--- src/rtl/mult_share_arb_pkg.sv ---
// Shared types and helpers for the multiplier-sharing arbiter.
// Latency: n/a (declarations only).
// Backpressure: n/a.
package mult_share_arb_pkg;

   // Sequencer states: waiting for a request, or running the engine.
   typedef enum logic {
      ST_IDLE = 1'b0,
      ST_RUN  = 1'b1
   } state_t;

   // Width of a requester index; never narrower than one bit.
   function automatic int id_w(input int n);
      return (n <= 2) ? 1 : $clog2(n);
   endfunction

   // Lowest bit of requester idx's operand inside a flat operand bus.
   function automatic int opnd_lsb(input int idx, input int w);
      return idx * w;
   endfunction

endpackage

--- src/rtl/mult_share_arb_if.sv ---
// Request/grant/result bundle between client blocks and the shared multiplier.
// Latency: n/a (wires only).
// Backpressure: clients hold req until they see their gnt pulse.
interface mult_share_arb_if #(
   parameter int WIDTH = 8,
   parameter int NREQ  = 4
);
   import mult_share_arb_pkg::*;

   localparam int IDW = id_w(NREQ);

   logic [NREQ-1:0]       req;
   logic [NREQ*WIDTH-1:0] ina_flat;
   logic [NREQ*WIDTH-1:0] inb_flat;
   logic [NREQ-1:0]       gnt;
   logic                  busy;
   logic [2*WIDTH-1:0]    out;
   logic                  out_valid;
   logic [IDW-1:0]        out_id;

   // Client side: raises requests and operands, watches grants and results.
   modport master (
      output req, ina_flat, inb_flat,
      input  gnt, busy, out, out_valid, out_id
   );

   // Arbiter side.
   modport slave (
      input  req, ina_flat, inb_flat,
      output gnt, busy, out, out_valid, out_id
   );

endinterface

--- src/rtl/mult_share_arb_core.sv ---
// Sequential shift-add unsigned multiplier, one partial product per clock.
// Latency: WIDTH clocks after load; done is high during the final step.
// Backpressure: none; load is only honoured, never refused, and restarts the engine.
module mult_core
   import mult_share_arb_pkg::*;
#(
   parameter int WIDTH = 8
) (
   input  logic               clk,
   input  logic               rst,
   input  logic               load,
   input  logic [WIDTH-1:0]   a,
   input  logic [WIDTH-1:0]   b,
   output logic               done,
   output logic [2*WIDTH-1:0] product
);

   localparam int CW = $clog2(WIDTH + 1);

   logic [CW-1:0]      r_cnt;
   logic [2*WIDTH-1:0] r_acc;
   logic [2*WIDTH-1:0] r_mcand;
   logic [WIDTH-1:0]   r_mplier;
   logic [2*WIDTH-1:0] w_acc_nxt;

   // Accumulator value after the current step; on the last step this is the product.
   assign w_acc_nxt = r_acc + (r_mplier[0] ? r_mcand : '0);
   assign product   = w_acc_nxt;
   assign done      = (r_cnt == CW'(1));

   // Load operands, then shift/accumulate once per clock until the counter empties.
   always_ff @(posedge clk) begin
      if (rst) begin
         r_cnt    <= '0;
         r_acc    <= '0;
         r_mcand  <= '0;
         r_mplier <= '0;
      end else if (load) begin
         r_cnt    <= CW'(WIDTH);
         r_acc    <= '0;
         r_mcand  <= {{WIDTH{1'b0}}, a};
         r_mplier <= b;
      end else if (r_cnt != '0) begin
         r_acc    <= w_acc_nxt;
         r_mcand  <= {r_mcand[2*WIDTH-2:0], 1'b0};
         r_mplier <= {1'b0, r_mplier[WIDTH-1:1]};
         r_cnt    <= r_cnt - CW'(1);
      end
   end

endmodule

--- src/rtl/mult_share_arb.sv ---
// Shares one shift-add multiplier among NREQ requesters; MULT_SHARE_ARB_RR_EN selects round-robin, else fixed priority.
// Latency: gnt one cycle after acceptance, out_valid WIDTH edges after acceptance; one op per WIDTH+1 cycles.
// Backpressure: requests are only sampled in IDLE; a requester holds req until its gnt pulse.
module mult_share_arb
   import mult_share_arb_pkg::*;
#(
   parameter int WIDTH = 8,
   parameter int NREQ  = 4
) (
   input  logic             clk,
   input  logic             rst,
   mult_share_arb_if.slave  bus
);

   localparam int IDW = id_w(NREQ);

   state_t             r_state;
   state_t             w_state_nxt;
   logic [NREQ-1:0]    r_gnt;
   logic [NREQ-1:0]    w_gnt_nxt;
   logic               r_busy;
   logic               w_busy_nxt;
   logic [2*WIDTH-1:0] r_out;
   logic [2*WIDTH-1:0] w_out_nxt;
   logic               r_out_valid;
   logic               w_out_valid_nxt;
   logic [IDW-1:0]     r_out_id;
   logic [IDW-1:0]     w_out_id_nxt;
   logic [IDW-1:0]     r_owner;
   logic [IDW-1:0]     w_owner_nxt;

   logic               w_any;
   logic               w_found;
   logic [IDW-1:0]     w_win;
   logic               w_load;
   logic [WIDTH-1:0]   w_a;
   logic [WIDTH-1:0]   w_b;
   logic               w_done;
   logic [2*WIDTH-1:0] w_product;

   assign w_any = |bus.req;

`ifdef MULT_SHARE_ARB_RR_EN
   logic [IDW-1:0]     r_ptr;
   logic [2*NREQ-1:0]  w_dbl;
   logic [NREQ-1:0]    w_rot;
   int                 w_sum;

   // Round-robin pick: rotate requests so the pointer sits at bit 0, take the lowest set bit.
   always_comb begin
      w_found = 1'b0;
      w_win   = '0;
      w_sum   = 0;
      w_dbl   = {bus.req, bus.req} >> r_ptr;
      w_rot   = w_dbl[NREQ-1:0];
      for (int k = 0; k < NREQ; k++) begin
         if (!w_found && w_rot[k]) begin
            w_found = 1'b1;
            w_sum   = int'(r_ptr) + k;
            if (w_sum >= NREQ) begin
               w_sum = w_sum - NREQ;
            end
            w_win = IDW'(w_sum);
         end
      end
   end

   // Pointer moves one past the requester just granted.
   always_ff @(posedge clk) begin
      if (rst) begin
         r_ptr <= '0;
      end else if (w_load) begin
         r_ptr <= (w_win == IDW'(NREQ - 1)) ? '0 : w_win + 1'b1;
      end
   end
`else
   // Fixed priority pick: lowest requesting index wins.
   always_comb begin
      w_found = 1'b0;
      w_win   = '0;
      for (int k = 0; k < NREQ; k++) begin
         if (!w_found && bus.req[k]) begin
            w_found = 1'b1;
            w_win   = IDW'(k);
         end
      end
   end
`endif

   // Route the winner's operand pair to the engine.
   always_comb begin
      w_a = '0;
      w_b = '0;
      for (int k = 0; k < NREQ; k++) begin
         if (w_win == IDW'(k)) begin
            w_a = bus.ina_flat[opnd_lsb(k, WIDTH) +: WIDTH];
            w_b = bus.inb_flat[opnd_lsb(k, WIDTH) +: WIDTH];
         end
      end
   end

   // Next-state and next-output logic for the IDLE/RUN sequencer.
   always_comb begin
      w_state_nxt     = r_state;
      w_gnt_nxt       = '0;
      w_busy_nxt      = r_busy;
      w_out_nxt       = r_out;
      w_out_valid_nxt = 1'b0;
      w_out_id_nxt    = r_out_id;
      w_owner_nxt     = r_owner;
      w_load          = 1'b0;
      case (r_state)
         ST_IDLE: begin
            if (w_any) begin
               w_load      = 1'b1;
               w_gnt_nxt   = NREQ'(1) << w_win;
               w_owner_nxt = w_win;
               w_busy_nxt  = 1'b1;
               w_state_nxt = ST_RUN;
            end
         end
         ST_RUN: begin
            if (w_done) begin
               w_out_nxt       = w_product;
               w_out_id_nxt    = r_owner;
               w_out_valid_nxt = 1'b1;
               w_busy_nxt      = 1'b0;
               w_state_nxt     = ST_IDLE;
            end
         end
         default: begin
            w_state_nxt = ST_IDLE;
         end
      endcase
   end

   // State and registered outputs; reset drops any in-flight operation.
   always_ff @(posedge clk) begin
      if (rst) begin
         r_state     <= ST_IDLE;
         r_gnt       <= '0;
         r_busy      <= 1'b0;
         r_out       <= '0;
         r_out_valid <= 1'b0;
         r_out_id    <= '0;
         r_owner     <= '0;
      end else begin
         r_state     <= w_state_nxt;
         r_gnt       <= w_gnt_nxt;
         r_busy      <= w_busy_nxt;
         r_out       <= w_out_nxt;
         r_out_valid <= w_out_valid_nxt;
         r_out_id    <= w_out_id_nxt;
         r_owner     <= w_owner_nxt;
      end
   end

   mult_core #(
      .WIDTH (WIDTH)
   ) u_core (
      .clk     (clk),
      .rst     (rst),
      .load    (w_load),
      .a       (w_a),
      .b       (w_b),
      .done    (w_done),
      .product (w_product)
   );

   assign bus.gnt       = r_gnt;
   assign bus.busy      = r_busy;
   assign bus.out       = r_out;
   assign bus.out_valid = r_out_valid;
   assign bus.out_id    = r_out_id;

endmodule
--- src/flat_wrapper.sv ---
// flat-port wrapper written by rule: the top's interface ports become plain ports
module mult_share_arb_flat import mult_share_arb_pkg::*;
#(
   parameter int WIDTH = 8,
   parameter int NREQ  = 4
)
  (clk, rst, bus_req, bus_ina_flat, bus_inb_flat, bus_gnt, bus_busy, bus_out, bus_out_valid, bus_out_id);
  mult_share_arb_if #(.WIDTH(WIDTH), .NREQ(NREQ)) bus_i ();
  input  logic clk;
  input  logic rst;
  input wire logic [$bits(bus_i.req)-1:0] bus_req;
  input wire logic [$bits(bus_i.ina_flat)-1:0] bus_ina_flat;
  input wire logic [$bits(bus_i.inb_flat)-1:0] bus_inb_flat;
  output wire logic [$bits(bus_i.gnt)-1:0] bus_gnt;
  output wire logic [$bits(bus_i.busy)-1:0] bus_busy;
  output wire logic [$bits(bus_i.out)-1:0] bus_out;
  output wire logic [$bits(bus_i.out_valid)-1:0] bus_out_valid;
  output wire logic [$bits(bus_i.out_id)-1:0] bus_out_id;
  assign bus_i.req = bus_req;
  assign bus_i.ina_flat = bus_ina_flat;
  assign bus_i.inb_flat = bus_inb_flat;
  assign bus_gnt = bus_i.gnt;
  assign bus_busy = bus_i.busy;
  assign bus_out = bus_i.out;
  assign bus_out_valid = bus_i.out_valid;
  assign bus_out_id = bus_i.out_id;
  mult_share_arb #(.WIDTH(WIDTH), .NREQ(NREQ)) u_core (.clk(clk), .rst(rst), .bus(bus_i));
endmodule
--- config.mk ---
export PLATFORM = sky130hd
export DESIGN_NAME = mult_share_arb_flat
export DESIGN_NICKNAME = d
export VERILOG_FILES = /design/src/rtl/mult_share_arb_pkg.sv /design/src/rtl/mult_share_arb_if.sv /design/src/rtl/mult_share_arb_core.sv /design/src/rtl/mult_share_arb.sv /design/src/flat_wrapper.sv
export SDC_FILE = /design/constraint.sdc
export NUM_CORES = 1
export LEC_CHECK = 0
export CORE_AREA = 2 2 101 103
export CTS_CLUSTER_SIZE = 10
export DETAILED_ROUTE_END_ITERATION = 12
export DIE_AREA = 0 0 103 105
export GPL_ROUTABILITY_DRIVEN = 0
export PLACE_DENSITY_LB_ADDON = 0.2
export SETUP_SLACK_MARGIN = 0.2
export SYNTH_ARGS = -nofsm -noshare
export SYNTH_HDL_FRONTEND = slang
export SYNTH_SLANG_ARGS = --single-unit
export TNS_END_PERCENT = 20
--- constraint.sdc ---
create_clock -name clk -period 2.56 [get_ports clk]
set_clock_uncertainty 0.05 [all_clocks]
set_input_delay 0.512 -clock clk [delete_from_list [all_inputs] [get_ports clk]]
set_output_delay 0.512 -clock clk [all_outputs]
set_load 0.02 [all_outputs]
==> results of run 1 <==
cell usage after synthesis, types with 2 or more instances:
master / instances
or4_1: 6
nor2_1: 24
or3_1: 2
nand3b_1: 2
and2_1: 17
nor3_1: 6
nand4_1: 5
xnor2_1: 6
a221oi_1: 15
nand2b_1: 2
a31oi_1: 6
o22ai_1: 5
o211ai_1: 6
a21boi_0: 2
a21o_1: 3
inv_1: 8
a311oi_1: 2
a211oi_1: 8
a21oi_1: 57
and4_1: 2
a222oi_1: 14
xor2_1: 5
nand2_1: 59
ha_1: 18
dfxtp_1: 71
o21ai_0: 15
o21a_1: 4
nand3_1: 17
or2_1: 2
mux2i_1: 15
buf_2: 4
clkbuf_1: 22
critical path, cell delays in order (launching register included):
cell	delay, ps
dfxtp_2	340
buf_4	170
and2_1	180
ha_2	390
and4_1	200
o21a_1	190
nand4_1	210
and4_1	250
a211o_1	220
layer usage:
metal  vias up  track usage  routed length [um]
met4         0       0.0630                 142
met3        12       0.0455                 507
met5         -            0                   0
met2        96        0.327                5060
li1       1871            -                   -
met1      1759        0.239                4670
state kept, by name, indices dropped and copies added, names as in the netlist:
| signal | flops |
|---|---|
| u_core.bus.out | 16 |
| u_core.r_state | 1 |
| u_core.u_core.r_cnt | 4 |
| u_core.u_core.r_mplier | 8 |
| u_core.u_core.r_acc | 16 |
| u_core.bus.out_id | 2 |
| u_core.bus.out_valid | 1 |
| u_core.r_owner | 2 |
| u_core.u_core.r_mcand | 16 |
| u_core.bus.busy | 1 |
| u_core.bus.gnt | 4 |
what timing repair did:
| action | CTS | global route |
|---|---|---|
| endpoints found under the hold margin | 0 | 0 |
| buffers inserted | 0 | 0 |
| gates resized for setup | 1 | 13 |
| endpoints found under the setup margin | 3 | 16 |
| pin swaps | 0 | 5 |
layout by cell type, fill, tap and decap left out, types with 2 or more instances in the layout:
cell	instances
dfxtp_1	70
nor2_1	24
or2_1	2
ha_2	5
a21oi_1	56
o22ai_1	5
a21o_1	3
nand3_1	17
a221oi_1	14
o21ai_0	14
o21ai_1	2
or4_1	6
clkbuf_8	10
and4_1	2
a211oi_1	7
nand4_1	5
clkdlybuf4s50_1	93
bufinv_16	3
nand3b_1	2
and2_1	17
clkinv_4	2
a31oi_1	6
mux2i_1	15
ha_1	13
nand2b_1	2
a222oi_1	14
o211ai_1	6
nand2_1	59
o21a_1	4
or3_1	2
xnor2_1	6
xor2_1	4
buf_4	21
nor3_1	6
inv_1	8
worst paths after layout:
check,to,start,depth (start not counted)
max,u_core.bus.out[13]$_SDFFE_PP0P_,u_core.u_core.r_mplier[0]$_SDFFE_PP0P_,8
min reg2reg,u_core.bus.out_id[1]$_SDFFE_PP0P_,u_core.r_owner[1]$_SDFFE_PP0P_,2
min,u_core.bus.out_id[1]$_SDFFE_PP0P_,u_core.r_owner[1]$_SDFFE_PP0P_,2
max reg2reg,u_core.bus.out[13]$_SDFFE_PP0P_,u_core.u_core.r_mplier[0]$_SDFFE_PP0P_,8
cell families (layout without fill, tap and decap cells):
kind of cell               Yosys count  count (layout)  share of synthesized area
AOI/OAI and AO/OA                  144             144                      0.253
xor gates and xnor gates            11              11                     0.0255
adders and majority gates           19              19                     0.0649
buffers and inverters               36             139                     0.0371
DFF                                 71              71                      0.376
muxes                               15              15                     0.0397
and+or+nand+nor                    153             153                      0.203
cell type report:
class | count | area [um^2]
inverters | 9 | 33.8
clock buffers | 10 | 138
flip-flops and latches | 71 | 1420
multi-input cells | 342 | 2260
fillers | 949 | 4410
repair buffers | 114 | 1090
well taps | 133 | 166
clock inverters | 6 | 116
power by group:
part	switching (uW)	internal, uW	total, uW	leakage (uW)
Combinational	366	315	681	0.00124
Sequential	46.8	1170	1220	0.000579
Clock	454	680	1130	0.000127
stage by stage:
stage               TNS [ps]  power, uW  worst slack, ps
floorplan                  0       1660              212
global placement       -2.26       1910            -2.26
detailed placement     -22.8       1920            -12.5
CTS                        0       3040              201
global route               0       3160              175
finish                     0       3030              273
==> results.sh, run 1 <==
export IMPL_synthesis_area_mm2=0.00378
export IMPL_post_synth_top_area_fraction=0.376
export IMPL_clkLatencyLatePin_ps=360
export IMPL_peakVddDrop_uv=319
export IMPL_arrival_ps=2500
export IMPL_hold_viol=0
export IMPL_worstPathRequired_ps=2770
export IMPL_track_usage=0.193
export IMPL_h_tree_depth=3
export IMPL_yosysWarnings=0
export IMPL_die_area_mm2=0.0108
export IMPL_syn_area_per_cell_um2=8.41
export IMPL_outcome="complete, no violations"
export IMPL_fin_cells=685
export IMPL_final_antenna_net_count=0
export IMPL_synth_seq_cells=71
export IMPL_drive_above_1_share=0.103
export IMPL_final_core_util=0.542
export IMPL_numPortBuffers=93
export IMPL_grt_first_pass_wirelength_um=16700
export IMPL_rows=36
export IMPL_synth_async_sr_flop_share=0
export IMPL_clockBufferDepth=2
export IMPL_synth_nets=538
export IMPL_worst_pin_slew_ps=514
export IMPL_period_share=0.893
export IMPL_reg2reg_slack_ps=270
export IMPL_synth_edf_count=0
export IMPL_clkTransAtPathRegs_ps=80
export IMPL_setup_violations=0
export IMPL_rsz0062_at_grt="yes"
export IMPL_final_net_count=636
export IMPL_yosysSeqAreaShare=0.376
export IMPL_vias_per_cell=5.46
export IMPL_drc=0
export IMPL_leakagePower_uw=0.00194
export IMPL_drv_slew=0
export IMPL_stdcell_area_mm2=0.00523
export IMPL_whs_ps=405
export IMPL_firstDrtPassIters=4
export IMPL_place_area_mm2=0.00493
export IMPL_wl_um=10400
export IMPL_syn2layout_area_growth_pct=38.3
export IMPL_path_class="register to register"
export IMPL_dp_hpwl_um=7830
export IMPL_cts_root_buffer="clkbuf_8"
export IMPL_powerDensity_mw_per_mm2=580
export IMPL_num_vias=3738
export IMPL_ys_flop_type="dfxtp_1"
export IMPL_start_util=0.392
export IMPL_die_width_um=103
export IMPL_fmax_mhz=437
export IMPL_critPathCaptureType="register"
export IMPL_diodes=0
export IMPL_antenna_found_initial=0
export IMPL_first_iter_violations=206
export IMPL_cp_start_kind="register"
export IMPL_cts_tree="done"
export IMPL_maxSlewHeadroom=0.657
export IMPL_hp_class="register to register"
export IMPL_cp_max_fo=11
export IMPL_clock_sinks=71
export IMPL_core_area_mm2=0.00964
export IMPL_yosys_area_top_type="dfxtp_1"
export IMPL_place_inst=669
export IMPL_post_drt_wl_per_cell_um=15.2
export IMPL_synth_cells=449
export IMPL_numCtsBuffers=9
export IMPL_period_minus_slack_ps=2290
export IMPL_synthDistinctLibCells=51
export IMPL_cap_violations=0
export IMPL_die_h_um=105
export IMPL_holdBufCountCts=0
export IMPL_top_level_ports=94
export IMPL_overflow=0
export IMPL_grt_pass1_vias=3645
export IMPL_grt_max_degree=39
export IMPL_synth_top_cells_by_area="dfxtp_1 38%, a21oi_1 7.6%, ha_1 6.0%, nand2_1 5.9%, mux2i_1 4.0%"
(Power assumes the default switching activity.)
==> run 2, diff against run 1 <==
Clock period 2.56 ns to 2.75 ns, I/O delays scaled along.
==> run 2 against run 1 <==
Register-to-register slack better by 50 ps. Worst setup slack better by 51 ps. Non-clock buffer count down 7. Hold slack better by 2.8 ps. First-iteration DRC count down 18%. Critical path depth up 1. Largest cell class unchanged. Largest power group unchanged. Final area down 1.8%. Combinational power down 7.0%. Die area unchanged. Flip-flop and latch count unchanged. Clock-buffer cell count up 1. Wire length down 1.6%.
==> results.sh, run 2 (synthesis gave the netlist of run 1 again) <==
export IMPL_die_area_mm2=0.0108
export IMPL_powerDensity_mw_per_mm2=543
export IMPL_start_util=0.392
export IMPL_core_area_mm2=0.00964
export IMPL_arrival_ps=2610
export IMPL_numCtsBuffers=9
export IMPL_wl_um=10200
export IMPL_r2r_start="u_core.u_core.r_mcand[0]$_SDFFE_PP0P_"
export IMPL_setup_violations=0
export IMPL_grt_max_degree=35
export IMPL_top_layer="met4"
export IMPL_first_iter_violations=168
export IMPL_combPwrFrac=0.227
export IMPL_hold_viol=0
export IMPL_fillers=929
export IMPL_route_met3_wl_um=395
export IMPL_rows=36
export IMPL_top_level_ports=94
export IMPL_grt_pass1_vias=3646
export IMPL_critPathCaptureType="register"
export IMPL_h_tree_depth=3
export IMPL_cp_max_fo=4
export IMPL_clockBufferDepth=2
export IMPL_hp_class="register to register"
export IMPL_p_sw_uw=804
export IMPL_outcome="complete, no violations"
export IMPL_total_power_uw=2790
export IMPL_die_width_um=103
export IMPL_numPortBuffers=93
export IMPL_cp_start_kind="register"
export IMPL_p_seq_frac=0.406
export IMPL_peakVddDrop_uv=291
export IMPL_final_common_cell="clkdlybuf4s50_1"
export IMPL_register_area_mm2=0.00142
export IMPL_mostFrequentLayoutCells="93 x clkdlybuf4s50_1, 71 x dfxtp_1, 59 x nand2_1, 57 x a21oi_1, 24 x nor2_1"
export IMPL_clkLatencyLatePin_ps=350
export IMPL_path_class="register to register"
export IMPL_clkTransAtPathRegs_ps=80
export IMPL_final_core_util=0.532
export IMPL_drc=0
export IMPL_track_usage=0.194
export IMPL_clkPwrFrac=0.366
export IMPL_final_net_count=629
export IMPL_hold_path_endpoint="u_core.bus.out[7]$_SDFFE_PP0P_"
export IMPL_place_inst=662
export IMPL_reg2reg_slack_ps=320
export IMPL_worst_pin_slew_ps=966
export IMPL_maxSlewHeadroom=0.356
export IMPL_clock_sinks=71
export IMPL_whs_ps=407
export IMPL_leakagePower_uw=0.00191
export IMPL_grt_first_pass_wirelength_um=16800
export IMPL_diodes=0
export IMPL_fin_cells=678
export IMPL_vias_per_cell=5.40
export IMPL_cts_tree="done"
export IMPL_min_from="u_core.bus.out[7]$_SDFFE_PP0P_"
export IMPL_drv_slew=0
export IMPL_firstDrtPassIters=4
export IMPL_drive_above_1_share=0.0679
export IMPL_post_drt_wl_per_cell_um=15.1
export IMPL_reg2reg_to="u_core.bus.out[10]$_SDFFE_PP0P_"
export IMPL_sw_frac_of_total=0.288
export IMPL_dp_hpwl_um=7660
export IMPL_multi_input_area_mm2=0.00222
export IMPL_setup_tns_ps=0
export IMPL_met2WireLength_um=4940
export IMPL_cap_violations=0
export IMPL_final_antenna_net_count=0
export IMPL_fmax_mhz=412
export IMPL_period_share=0.882
export IMPL_cts_root_buffer="clkbuf_8"
export IMPL_die_h_um=105
export IMPL_holdPathStages=2
export IMPL_antenna_found_initial=0
export IMPL_reg2reg_depth=9
export IMPL_num_vias=3660
export IMPL_syn2layout_area_growth_pct=35.8
export IMPL_worstPathRequired_ps=2940
export IMPL_rsz0062_at_grt="yes"
export IMPL_overflow=0
export IMPL_p_int_uw=1980
export IMPL_period_minus_slack_ps=2430
export IMPL_wl_met1_um=4720
run 2: per-layer routing:
metal,vias up,track usage
met1,1697,0.246
li1,1865,-
met5,-,0
met4,0,0.0658
met2,84,0.325
met3,14,0.0361
run 2: power groups by stage:
stage | logic (uW) | clock network, uW | registers, uW
3_5_place_dp | 632 | 0 | 1160
2_1_floorplan | 392 | 0 | 1150
5_1_grt | 698 | 1070 | 1140
4_1_cts | 635 | 1030 | 1130
3_3_place_gp | 623 | 0 | 1150
6_report | 633 | 1020 | 1130
run 2: worst max path at each step:
stage                                           start                                     end  slack, ps  cells past startpoint
6_report        u_core.u_core.r_mcand[0]$_SDFFE_PP0P_         u_core.bus.out[10]$_SDFFE_PP0P_        320                      9
2_1_floorplan  u_core.u_core.r_mplier[0]$_SDFFE_PP0P_         u_core.bus.out[12]$_SDFFE_PP0P_        400                      8
3_3_place_gp                               bus_req[2]  u_core.u_core.r_mplier[0]$_SDFFE_PP0P_        180                      5
4_1_cts         u_core.u_core.r_mcand[0]$_SDFFE_PP0P_         u_core.bus.out[10]$_SDFFE_PP0P_        280                      9
5_1_grt        u_core.u_core.r_mplier[0]$_SDFFE_PP0P_    u_core.u_core.r_acc[12]$_SDFFE_PP0P_        200                      9
3_5_place_dp                               bus_req[1]  u_core.u_core.r_mplier[0]$_SDFFE_PP0P_        180                      5
run 2: repair_timing:
item,CTS,global route
hold buffers,0,0
setup buffers,0,0
endpoints found under the setup margin,0,5
resized for setup,0,1
run 2: cell type report:
| class | instances | area share |
|---|---|---|
| Tap cell | 133 | 0.0324 |
| Clock inverter | 5 | 0.0207 |
| Multi-Input combinational cell | 342 | 0.433 |
| Sequential cell | 71 | 0.277 |
| Clock buffer | 11 | 0.0256 |
| Inverter | 9 | 0.00659 |
| Timing Repair Buffer | 107 | 0.204 |
run 2: stage by stage:
step | setup slack (ps) | cell area [um^2]
6_report | 324 | 5130
4_1_cts | 285 | 5120
3_5_place_dp | 179 | 4890
5_1_grt | 195 | 5130
3_3_place_gp | 179 | 4890
2_1_floorplan | 402 | 3780
run 2: worst max-delay path: stages, from the launching register on:
cell and delay [ps]:
dfxtp_1 330, and2_1 160, ha_1 210, fa_1 440, a211oi_2 280, o211ai_1 170, a21boi_0 210, buf_4 160
xor2_1 200, o22ai_1 100
